==> src/rtl/mux3_rr_arbiter_pkg.sv <==
// Shared types, constants and index helpers for the 3-requester round-robin mux arbiter.
// The optional burst limit is enabled with the MUX3_ARB_BURST_LIMIT_EN macro (see top).
package mux3_rr_arbiter_pkg;

   typedef enum logic [0:0] {ARB_IDLE, ARB_GRANT} arb_state_t;

   localparam int         ARB_NREQ = 3;
   localparam logic [1:0] SEL_D0   = 2'd0;
   localparam logic [1:0] SEL_D1   = 2'd1;
   localparam logic [1:0] SEL_D2   = 2'd2;

   function automatic logic [2:0] idx_onehot(input logic [1:0] idx);
      logic [2:0] oh;
      case (idx)
         SEL_D0:  oh = 3'b001;
         SEL_D1:  oh = 3'b010;
         SEL_D2:  oh = 3'b100;
         default: oh = 3'b000;
      endcase
      return oh;
   endfunction

   // Successor modulo the requester count.
   function automatic logic [1:0] idx_next(input logic [1:0] idx);
      return (idx == SEL_D2) ? SEL_D0 : idx + 2'd1;
   endfunction

endpackage

==> src/rtl/mux3_rr_arbiter_if.sv <==
// Request/grant bundle between the requesting units and the mux arbiter.
// master = arbiter side, slave = requester/mux side.
interface mux3_rr_arbiter_if #(
   parameter int MAX_BURST = 8
);
   localparam int CNT_W = $clog2(MAX_BURST);

   logic [2:0]       req_in;
   logic [1:0]       sel_out;
   logic [2:0]       gnt_out;
   logic             gnt_valid_out;
   logic [CNT_W-1:0] burst_cnt_out;

   modport master (
      input  req_in,
      output sel_out, gnt_out, gnt_valid_out, burst_cnt_out
   );

   modport slave (
      output req_in,
      input  sel_out, gnt_out, gnt_valid_out, burst_cnt_out
   );
endinterface

==> src/rtl/mux3_rr_arbiter_rr_pick3.sv <==
// Combinational round-robin picker: first bit of (req & mask) scanning ptr, ptr+1, ptr+2 mod 3.
module rr_pick3
   import mux3_rr_arbiter_pkg::*;
(
   input  logic [2:0] req,
   input  logic [1:0] ptr,
   input  logic [2:0] mask,
   output logic       found,
   output logic [1:0] idx
);
   logic [2:0] cand;
   logic [2:0] rot;
   logic [1:0] base;

   assign cand = req & mask;
   assign base = (ptr == 2'd3) ? SEL_D0 : ptr;

   // rot[o] is the candidate at scan offset o from base.
   always_comb begin
      case (base)
         SEL_D1:  rot = {cand[0], cand[2], cand[1]};
         SEL_D2:  rot = {cand[1], cand[0], cand[2]};
         default: rot = cand;
      endcase
   end

   assign found = |rot;

   always_comb begin
      if (rot[0])
         idx = base;
      else if (rot[1])
         idx = idx_next(base);
      else
         idx = idx_next(idx_next(base));
   end
endmodule

==> src/rtl/mux3_rr_arbiter.sv <==
// Round-robin arbiter driving the 3x16 operand mux select and a one-hot registered grant.
// Define MUX3_ARB_BURST_LIMIT_EN to preempt an owner after MAX_BURST cycles when others wait.
module mux3_rr_arbiter
   import mux3_rr_arbiter_pkg::*;
#(
   parameter int MAX_BURST = 8
) (
   input  logic               clk,
   input  logic               rst,
   mux3_rr_arbiter_if.master  bus
);
   localparam int               CNT_W     = $clog2(MAX_BURST);
   localparam logic [CNT_W-1:0] BURST_TOP = CNT_W'(MAX_BURST - 1);

   arb_state_t       state_reg, state_next;
   logic [1:0]       ptr_reg, ptr_next;
   logic [1:0]       owner_reg, owner_next;
   logic [CNT_W-1:0] burst_reg, burst_next;
   logic [2:0]       gnt_reg, gnt_next;
   logic [1:0]       sel_reg, sel_next;
   logic             valid_reg, valid_next;

   logic       pick_found;
   logic [1:0] pick_idx;
   logic [2:0] pick_mask;
   logic       take;

   // While granted, the current owner is never a candidate for re-arbitration.
   assign pick_mask = (state_reg == ARB_GRANT) ? ~idx_onehot(owner_reg) : 3'b111;

   rr_pick3 u_pick (
      .req   (bus.req_in),
      .ptr   (ptr_reg),
      .mask  (pick_mask),
      .found (pick_found),
      .idx   (pick_idx)
   );

   always_comb begin
      state_next = state_reg;
      ptr_next   = ptr_reg;
      owner_next = owner_reg;
      burst_next = burst_reg;
      gnt_next   = gnt_reg;
      sel_next   = sel_reg;
      valid_next = valid_reg;
      take       = 1'b0;

      case (state_reg)
         ARB_IDLE: begin
            if (pick_found)
               take = 1'b1;
         end
         ARB_GRANT: begin
            if (!bus.req_in[owner_reg]) begin
               if (pick_found) begin
                  take = 1'b1;
               end else begin
                  state_next = ARB_IDLE;
                  gnt_next   = 3'b000;
                  valid_next = 1'b0;
                  burst_next = '0;
               end
            end else if (burst_reg == BURST_TOP) begin
`ifdef MUX3_ARB_BURST_LIMIT_EN
               if (pick_found)
                  take = 1'b1;
               else
                  burst_next = '0;
`endif
            end else begin
               burst_next = burst_reg + 1'b1;
            end
         end
         default: state_next = ARB_IDLE;
      endcase

      if (take) begin
         state_next = ARB_GRANT;
         owner_next = pick_idx;
         gnt_next   = idx_onehot(pick_idx);
         sel_next   = pick_idx;
         valid_next = 1'b1;
         ptr_next   = idx_next(pick_idx);
         burst_next = '0;
      end
   end

   always_ff @(posedge clk or posedge rst) begin
      if (rst) begin
         state_reg <= ARB_IDLE;
         ptr_reg   <= SEL_D0;
         owner_reg <= SEL_D0;
         burst_reg <= '0;
         gnt_reg   <= 3'b000;
         sel_reg   <= SEL_D0;
         valid_reg <= 1'b0;
      end else begin
         state_reg <= state_next;
         ptr_reg   <= ptr_next;
         owner_reg <= owner_next;
         burst_reg <= burst_next;
         gnt_reg   <= gnt_next;
         sel_reg   <= sel_next;
         valid_reg <= valid_next;
      end
   end

   assign bus.gnt_out       = gnt_reg;
   assign bus.sel_out       = sel_reg;
   assign bus.gnt_valid_out = valid_reg;
   assign bus.burst_cnt_out = burst_reg;
endmodule

==> src/flat_wrapper.sv <==
// flat-port wrapper written by rule: the top's interface ports become plain ports
module mux3_rr_arbiter_flat import mux3_rr_arbiter_pkg::*;
#(
   parameter int MAX_BURST = 8
)
  (clk, rst, bus_req_in, bus_sel_out, bus_gnt_out, bus_gnt_valid_out, bus_burst_cnt_out);
  mux3_rr_arbiter_if #(.MAX_BURST(MAX_BURST)) bus_i ();
  input  logic clk;
  input  logic rst;
  input wire logic [$bits(bus_i.req_in)-1:0] bus_req_in;
  output wire logic [$bits(bus_i.sel_out)-1:0] bus_sel_out;
  output wire logic [$bits(bus_i.gnt_out)-1:0] bus_gnt_out;
  output wire logic [$bits(bus_i.gnt_valid_out)-1:0] bus_gnt_valid_out;
  output wire logic [$bits(bus_i.burst_cnt_out)-1:0] bus_burst_cnt_out;
  assign bus_i.req_in = bus_req_in;
  assign bus_sel_out = bus_i.sel_out;
  assign bus_gnt_out = bus_i.gnt_out;
  assign bus_gnt_valid_out = bus_i.gnt_valid_out;
  assign bus_burst_cnt_out = bus_i.burst_cnt_out;
  mux3_rr_arbiter #(.MAX_BURST(MAX_BURST)) u_core (.clk(clk), .rst(rst), .bus(bus_i));
endmodule
==> config.mk <==
export PLATFORM = sky130hd
export DESIGN_NAME = mux3_rr_arbiter_flat
export DESIGN_NICKNAME = d
export VERILOG_FILES = /design/src/rtl/mux3_rr_arbiter_pkg.sv /design/src/rtl/mux3_rr_arbiter_if.sv /design/src/rtl/mux3_rr_arbiter_rr_pick3.sv /design/src/rtl/mux3_rr_arbiter.sv /design/src/flat_wrapper.sv
export SDC_FILE = /design/constraint.sdc
export NUM_CORES = 1
export LEC_CHECK = 0
export CAP_MARGIN = 20
export CORE_ASPECT_RATIO = 1.2
export CORE_MARGIN = 8
export CORE_UTILIZATION = 55
export CTS_CLUSTER_SIZE = 12
export DETAILED_ROUTE_END_ITERATION = 16
export PLACE_DENSITY = 0.84
export SETUP_SLACK_MARGIN = 0.5
export SLEW_MARGIN = 20
export SYNTH_ARGS = -nofsm -noshare
export SYNTH_HDL_FRONTEND = slang
export SYNTH_SLANG_ARGS = --single-unit
==> constraint.sdc <==
create_clock -name clk -period 5.5 [get_ports clk]
set_input_delay 1.1 -clock clk [delete_from_list [all_inputs] [get_ports clk]]
set_output_delay 1.1 -clock clk [all_outputs]
set_load 0.02 [all_outputs]
== Word level (Yosys, flattened, before mapping) ==
Index checks and enable logic that the tools add are counted.

* Order comparisons: 1
* Add/sub/neg operators: 4
* Multiply operators: 0
* Shift-type cells: 0
* Equal/unequal tests: 13
* Bitwise gates (word level): 3
* Multiplexer cells: 30
* Div/mod/pow operators: 0
* Reduce and logical (&&, ||, !) cells: 6

{| class="wikitable"
|+ Operators by type and width
! operator !! number
|-
| $mux 3 || 9
|-
| $pmux 3 s3 || 2
|-
| $mux 2 || 6
|-
| $eq 2x2->1 const B || 5
|-
| $mux 1 || 10
|-
| $add 2x1->2 const B || 3
|-
| $eq 2x1->1 const B || 3
|-
| $pmux 3 s2 || 1
|-
| $reduce_and 3->1 || 2
|-
| $logic_not 2->1 || 2
|-
| $add 3x1->3 const B || 1
|-
| $and 3x3->3 || 1
|-
| $eq 3x3->1 const B || 1
|-
| $lt 2x3->1 const B || 1
|-
| $ne 3x2->1 const B || 1
|-
| $ne 3x3->1 const B || 1
|-
| $not 3->3 || 1
|-
| $reduce_or 3->1 || 1
|-
| $bmux 1 s2 || 1
|-
| $ne 2x1->1 const B || 1
|-
| $ne 2x2->1 const B || 1
|-
| $pmux 1 s2 || 1
|-
| $reduce_bool 2->1 || 1
|-
| $not 1->1 || 1
|}

* Memories kept: 0
* Register bits after elaboration: 12
* RAM bits: 0
* Bits in read-only memories: 0
* Bits of input ports: 5
* Latch bits: 0

== Depth between registers and ports, before layout ==
* Word-level depth: 12
* Depth in mapped cells: 7
* Mapped depth without buffers: 7

== By module ==
Synthesis repeated with hierarchy kept, for this count alone.

* Cell total of the unflattened synthesis: 72
* Area, all modules: 757.0 µm²

{| class="wikitable"
|+ Modules (own cells, without submodules)
! module !! instances !! cells an instance !! area an instance (µm²)
|-
| mux3_rr_arbiter || 1 || 50 || 610.6
|-
| rr_pick3 || 1 || 22 || 146.4
|}

== Least setup slack after synthesis ==
OpenSTA, ideal clock, no wires.

* Path kind: input to register
* From: input bus_req_in[2]
* To: register u_core.gnt_reg[0] (netlist: u_core.bus.gnt_out[0])
* Stages on the path: 5
* Setup time: 0.063 ns
* Arrival: 2.182 ns
* Slack: 3.255 ns
* Cell sequence: nor2b_1 > and3_1 > a2bb2oi_2 > a2111o_1 > a2bb2o_4

* Cells in the longest elaborated chain, start to end: 8

{| class="wikitable"
|+ RTL lines
! item !! RTL line !! source
|-
| start: declaration || flat_wrapper.sv:10 || <nowiki>input wire logic [$bits(bus_i.req_in)-1:0] bus_req_in;</nowiki>
|-
| $and 3x3->3 || mux3_rr_arbiter_rr_pick3.sv:15 || <nowiki>assign cand = req & mask;</nowiki>
|-
| $pmux 3 s2 || mux3_rr_arbiter_rr_pick3.sv:20 || <nowiki>case (base)</nowiki>
|-
| $reduce_or 3->1 || mux3_rr_arbiter_rr_pick3.sv:27 || <nowiki>assign found = |rot;</nowiki>
|-
| $mux 1 || mux3_rr_arbiter.sv:51, mux3_rr_arbiter.sv:56 ||
|-
| $mux 1 || mux3_rr_arbiter.sv:55 || <nowiki>if (!bus.req_in[owner_reg]) begin</nowiki>
|-
| $pmux 1 s2 || mux3_rr_arbiter.sv:49 || <nowiki>case (state_reg)</nowiki>
|-
| $ne 2x2->1 (no line) (tied with other cells) || -- ||
|-
| $reduce_and 3->1 (no line) || -- ||
|-
| end signal: assignment || mux3_rr_arbiter.sv:103 || <nowiki>gnt_reg <= gnt_next;</nowiki>
|-
| end: declaration || mux3_rr_arbiter.sv:19 || <nowiki>logic [2:0] gnt_reg, gnt_next;</nowiki>
|}

Several ways; a longest one is shown, not always the timed one. The select of a mux whose other input is x is not followed.
A chain may end at the register's enable or synchronous reset.

== Worst setup path after layout ==
* From: input bus_req_in[0]
* To: register u_core.gnt_reg[1] (netlist: u_core.bus.gnt_out[1])

The elaborated chain is that of the path after synthesis.

==> implementation parameters <==
Parameter                              Value

Worst setup path
  Max incr delay on CP ... around 630 ps
  FF-to-FF setup slack ... ~3300 ps
  Largest fanout on the critical path ... 8
  Buffers and inverters on the worst path ... 1
  Startpoint of the worst register-to-register path ... u_core.ptr_reg[0]
  Cell-by-cell listing of the critical path ... clkdlybuf4s50_1 -> nor2b_1 -> o311a_2 -> nor4_4 -> nor2_1 -> a22o_1
  Depth of the worst register-to-register path ... 7
  Startpoint kind of the worst setup timing path ... primary input
  Crit Reg-Reg Endpoint ... u_core.bus.gnt_out[1]
  Worst setup path class ... primary input to register
  Slowest library cell on the worst path ... sky130_fd_sc_hd__clkdlybuf4s50_1
  Kind of capture point of the worst setup path ... register
  Largest delay share family, worst path ... buffers and inverters
  Worst EP arrival ... between 2000 and 3000 ps
  Req. time, crit path ... roughly 5700 ps

Synthesis
  Netlist cell types ... slightly above 40
  Post-synthesis sequential element count ... 12
  Share of the synthesized area in the top cell type ... between 30% and 40%
  Top post-synthesis cells by area ... sky130_fd_sc_hd__dfrtp_1, sky130_fd_sc_hd__ha_1, sky130_fd_sc_hd__a22o_1
  Synth cell count leaders ... sky130_fd_sc_hd__dfrtp_1, sky130_fd_sc_hd__nand2_1, sky130_fd_sc_hd__inv_1
  Most used flip-flop cell after synthesis ... sky130_fd_sc_hd__dfrtp_1
  Most instantiated library cell after synthesis ... sky130_fd_sc_hd__dfrtp_1
  Mapped Nets ... 90
  Synth async-reset ratio ... between 90% and 100%
  Number of flops mapped to enable cells by yosys ... 0
  Sequential element share of the synthesized area ... 34.6%
  Avg Synthesized Cell Area ... 10.7 sq um
  Cell area after synthesis ... a little under 900 sq um
  Largest area contributor in the synthesized netlist ... sky130_fd_sc_hd__dfrtp_1
  Post-synthesis instance total ... between 80 and 90
  Warnings, synthesis ... 0

Floorplan
  Overall die area ... roughly 0.0031 sq mm
  Initial Utilization ... between 50% and 60%
  Die Wd ... 52.2 microns
  Core box area ... around 0.0015 sq mm
  Ports ... 14
  Floorplan row count ... 15
  Y dimension of the die ... approximately 59 microns

Clocking
  Cts hold-fix bufs ... 0
  Total setup buffers inserted after CTS ... 0
  Worst-case clock buffer depth ... 2
  CTS root buffer ... sky130_fd_sc_hd__clkbuf_4
  CTS tree ... yes
  Clk slew on worst S/H paths ... 70 ps
  Clock sink count ... 12
  Num CTS Buffers ... 3
  Worst-skew pair later-pin latency ... ~270 ps
  # H-tree levels ... 1
  Resized Gates After CTS ... 0

Timing
  Setup tns final ... 0 ps
  Crit path setup slack, layout ... around 2700 ps
  Final hold viol count ... 0
  Final worst clock skew ... 1.60 ps
  Max transition margin ... roughly 66%
  RSZ-0062 raised after global routing ... false
  # setup viols final ... 0
  Final worst path period share ... approximately half
  Slew Limit Fails ... 0
  Shortest period the worst path allows ... 2780 ps
  Worst Max-Slew Pin Slew ... 505 ps
  Maximum operating frequency ... around 360 MHz

Hold path
  Hold Startpoint ... u_core.bus.gnt_out[2]
  Hold path cells ... 1
  Hold Path End ... u_core.bus.gnt_out[2]
  Path type of the worst min-delay path ... register to register

Cells and area
  Share of cells above drive strength 1 ... roughly 17%
  Post-synthesis to final-layout area growth ... 18.2%
  Number of inserted diodes ... 0
  Number of nets at the end of the flow ... around 110

Place
  Detailed-placement wirelength estimate ... approximately 1400 microns
  Gpl congestion ... 0.768
  Buffers added on ports ... 13
  Worst setup slack before clock tree synthesis ... approximately 2500 ps

Drt
  Via-per-instance ratio ... 6.26
  DR DRC count ... 0
  Router iterations before antenna repair ... 4
  Detailed-route wire length per cell ... 16.3 microns
  Wirelength, routed ... approximately 1800 microns
  Antenna Violating Nets Remaining ... 0
  Via count ... about 700
  Starting DRT DRC Count ... 6

Status
  Result of the run ... complete, no violations

GRT
  Global-route wire length before repair ... 3160 microns
  Via count of the first global-routing pass ... 723
  Total congestion overflow ... 0
  Gr usage total ... between 10% and 20%
  Number of antenna violations at the first check in global routing ... 0
  Maximum number of pins on one net before global-route repair ... 13

Run
  Reported max-cap violation count ... 0

Power and ir drop
  Peak VDD IR ... around 0.00035 V
  Power density normalized to cell area ... roughly 640 mW/mm^2
  Overall power consumption ... 0.656 mW
  Leakage Power ... approximately 0.46 nW
[cell type report]
cell class                 count  area, sq um
multi-input combinational     60          514
fill                         113          439
sequential                    12          300
timing repair buffer          13          130
clock buffer                   4         36.3
inverter                       6         22.5
tap                           17         21.3
[kinds of logic (layout without fill, tap and decap cells)]
family / count (synthesis) / count (layout) / share of synthesized area (%)
fa+ha+maj: 4 / 4 / 5.77
flops: 12 / 12 / 34.6
mux: 3 / 3 / 3.61
compound gates: 23 / 23 / 26.8
simple gates: 30 / 30 / 23.1
buf+inv: 9 / 23 / 6.06
[power by group]
group / internal, mW / switching, mW / total (mW)
clock: 0.0402 / 0.0290 / 0.0693
combinational: 0.202 / 0.219 / 0.421
sequential: 0.124 / 0.0422 / 0.166
[cell usage in the layout (no fill, tap or decap), types with 2 or more instances in the layout]
cell and n:
sky130_fd_sc_hd__nor2_1 4, sky130_fd_sc_hd__ha_1 4, sky130_fd_sc_hd__inv_1 6, sky130_fd_sc_hd__o21ai_0 2
sky130_fd_sc_hd__clkbuf_4 3, sky130_fd_sc_hd__o21ai_1 2, sky130_fd_sc_hd__o2bb2ai_1 2, sky130_fd_sc_hd__clkdlybuf4s50_1 13
sky130_fd_sc_hd__nor2b_1 3, sky130_fd_sc_hd__a22o_1 4, sky130_fd_sc_hd__nand2_1 7, sky130_fd_sc_hd__nand3b_1 2
sky130_fd_sc_hd__nor3_1 2, sky130_fd_sc_hd__mux2i_1 2, sky130_fd_sc_hd__dfrtp_1 12
[worst register-to-register path: stages, from the launching register on]
cell	delay (ps)
sky130_fd_sc_hd__dfrtp_1	380
sky130_fd_sc_hd__inv_1	50
sky130_fd_sc_hd__ha_1	360
sky130_fd_sc_hd__nor4bb_1	160
sky130_fd_sc_hd__o311a_2	410
sky130_fd_sc_hd__nor4_4	360
sky130_fd_sc_hd__nor2_1	140
sky130_fd_sc_hd__a22o_1	250
[how the worst max path moves through the flow]
stage	startpoint	endpoint	slack [ps]	cells past startpoint
after floorplan	bus_req_in[2]	u_core.bus.gnt_out[0]	3260	5
after global placement	bus_req_in[0]	u_core.bus.gnt_out[1]	2510	6
after detailed placement	bus_req_in[0]	u_core.bus.gnt_out[1]	2470	6
after CTS	bus_req_in[0]	u_core.bus.gnt_out[1]	2730	6
after global routing	bus_req_in[0]	u_core.bus.gnt_out[1]	2650	6
final	bus_req_in[0]	u_core.bus.gnt_out[1]	2720	6
[metrics by stage]
step | utilization, % | hold WS (ps) | std cells | area, sq um
after floorplan | - | 484 | 81 | 867
after global placement | 67.5 | 477 | 108 | 988
after detailed placement | 67.5 | 482 | 108 | 988
after CTS | 70.0 | 511 | 112 | 1020
after global routing | 70.0 | 532 | 112 | 1020
final | 70.0 | 508 | 112 | 1020
[metal layers]
| metal | vias up | wire length, microns | part of all wire [%] | GRT usage (%) |
|---|---|---|---|---|
| met5 | - | 0 | 0 | 0 |
| met4 | 0 | 80 | 4.4 | 9.26 |
| met3 | 8 | 117 | 6.4 | 4.52 |
| met2 | 26 | 834 | 46 | 20.1 |
| met1 | 331 | 800 | 44 | 14.6 |
| li1 | 336 | - | - | - |
Power figures use the tool's default switching activity.
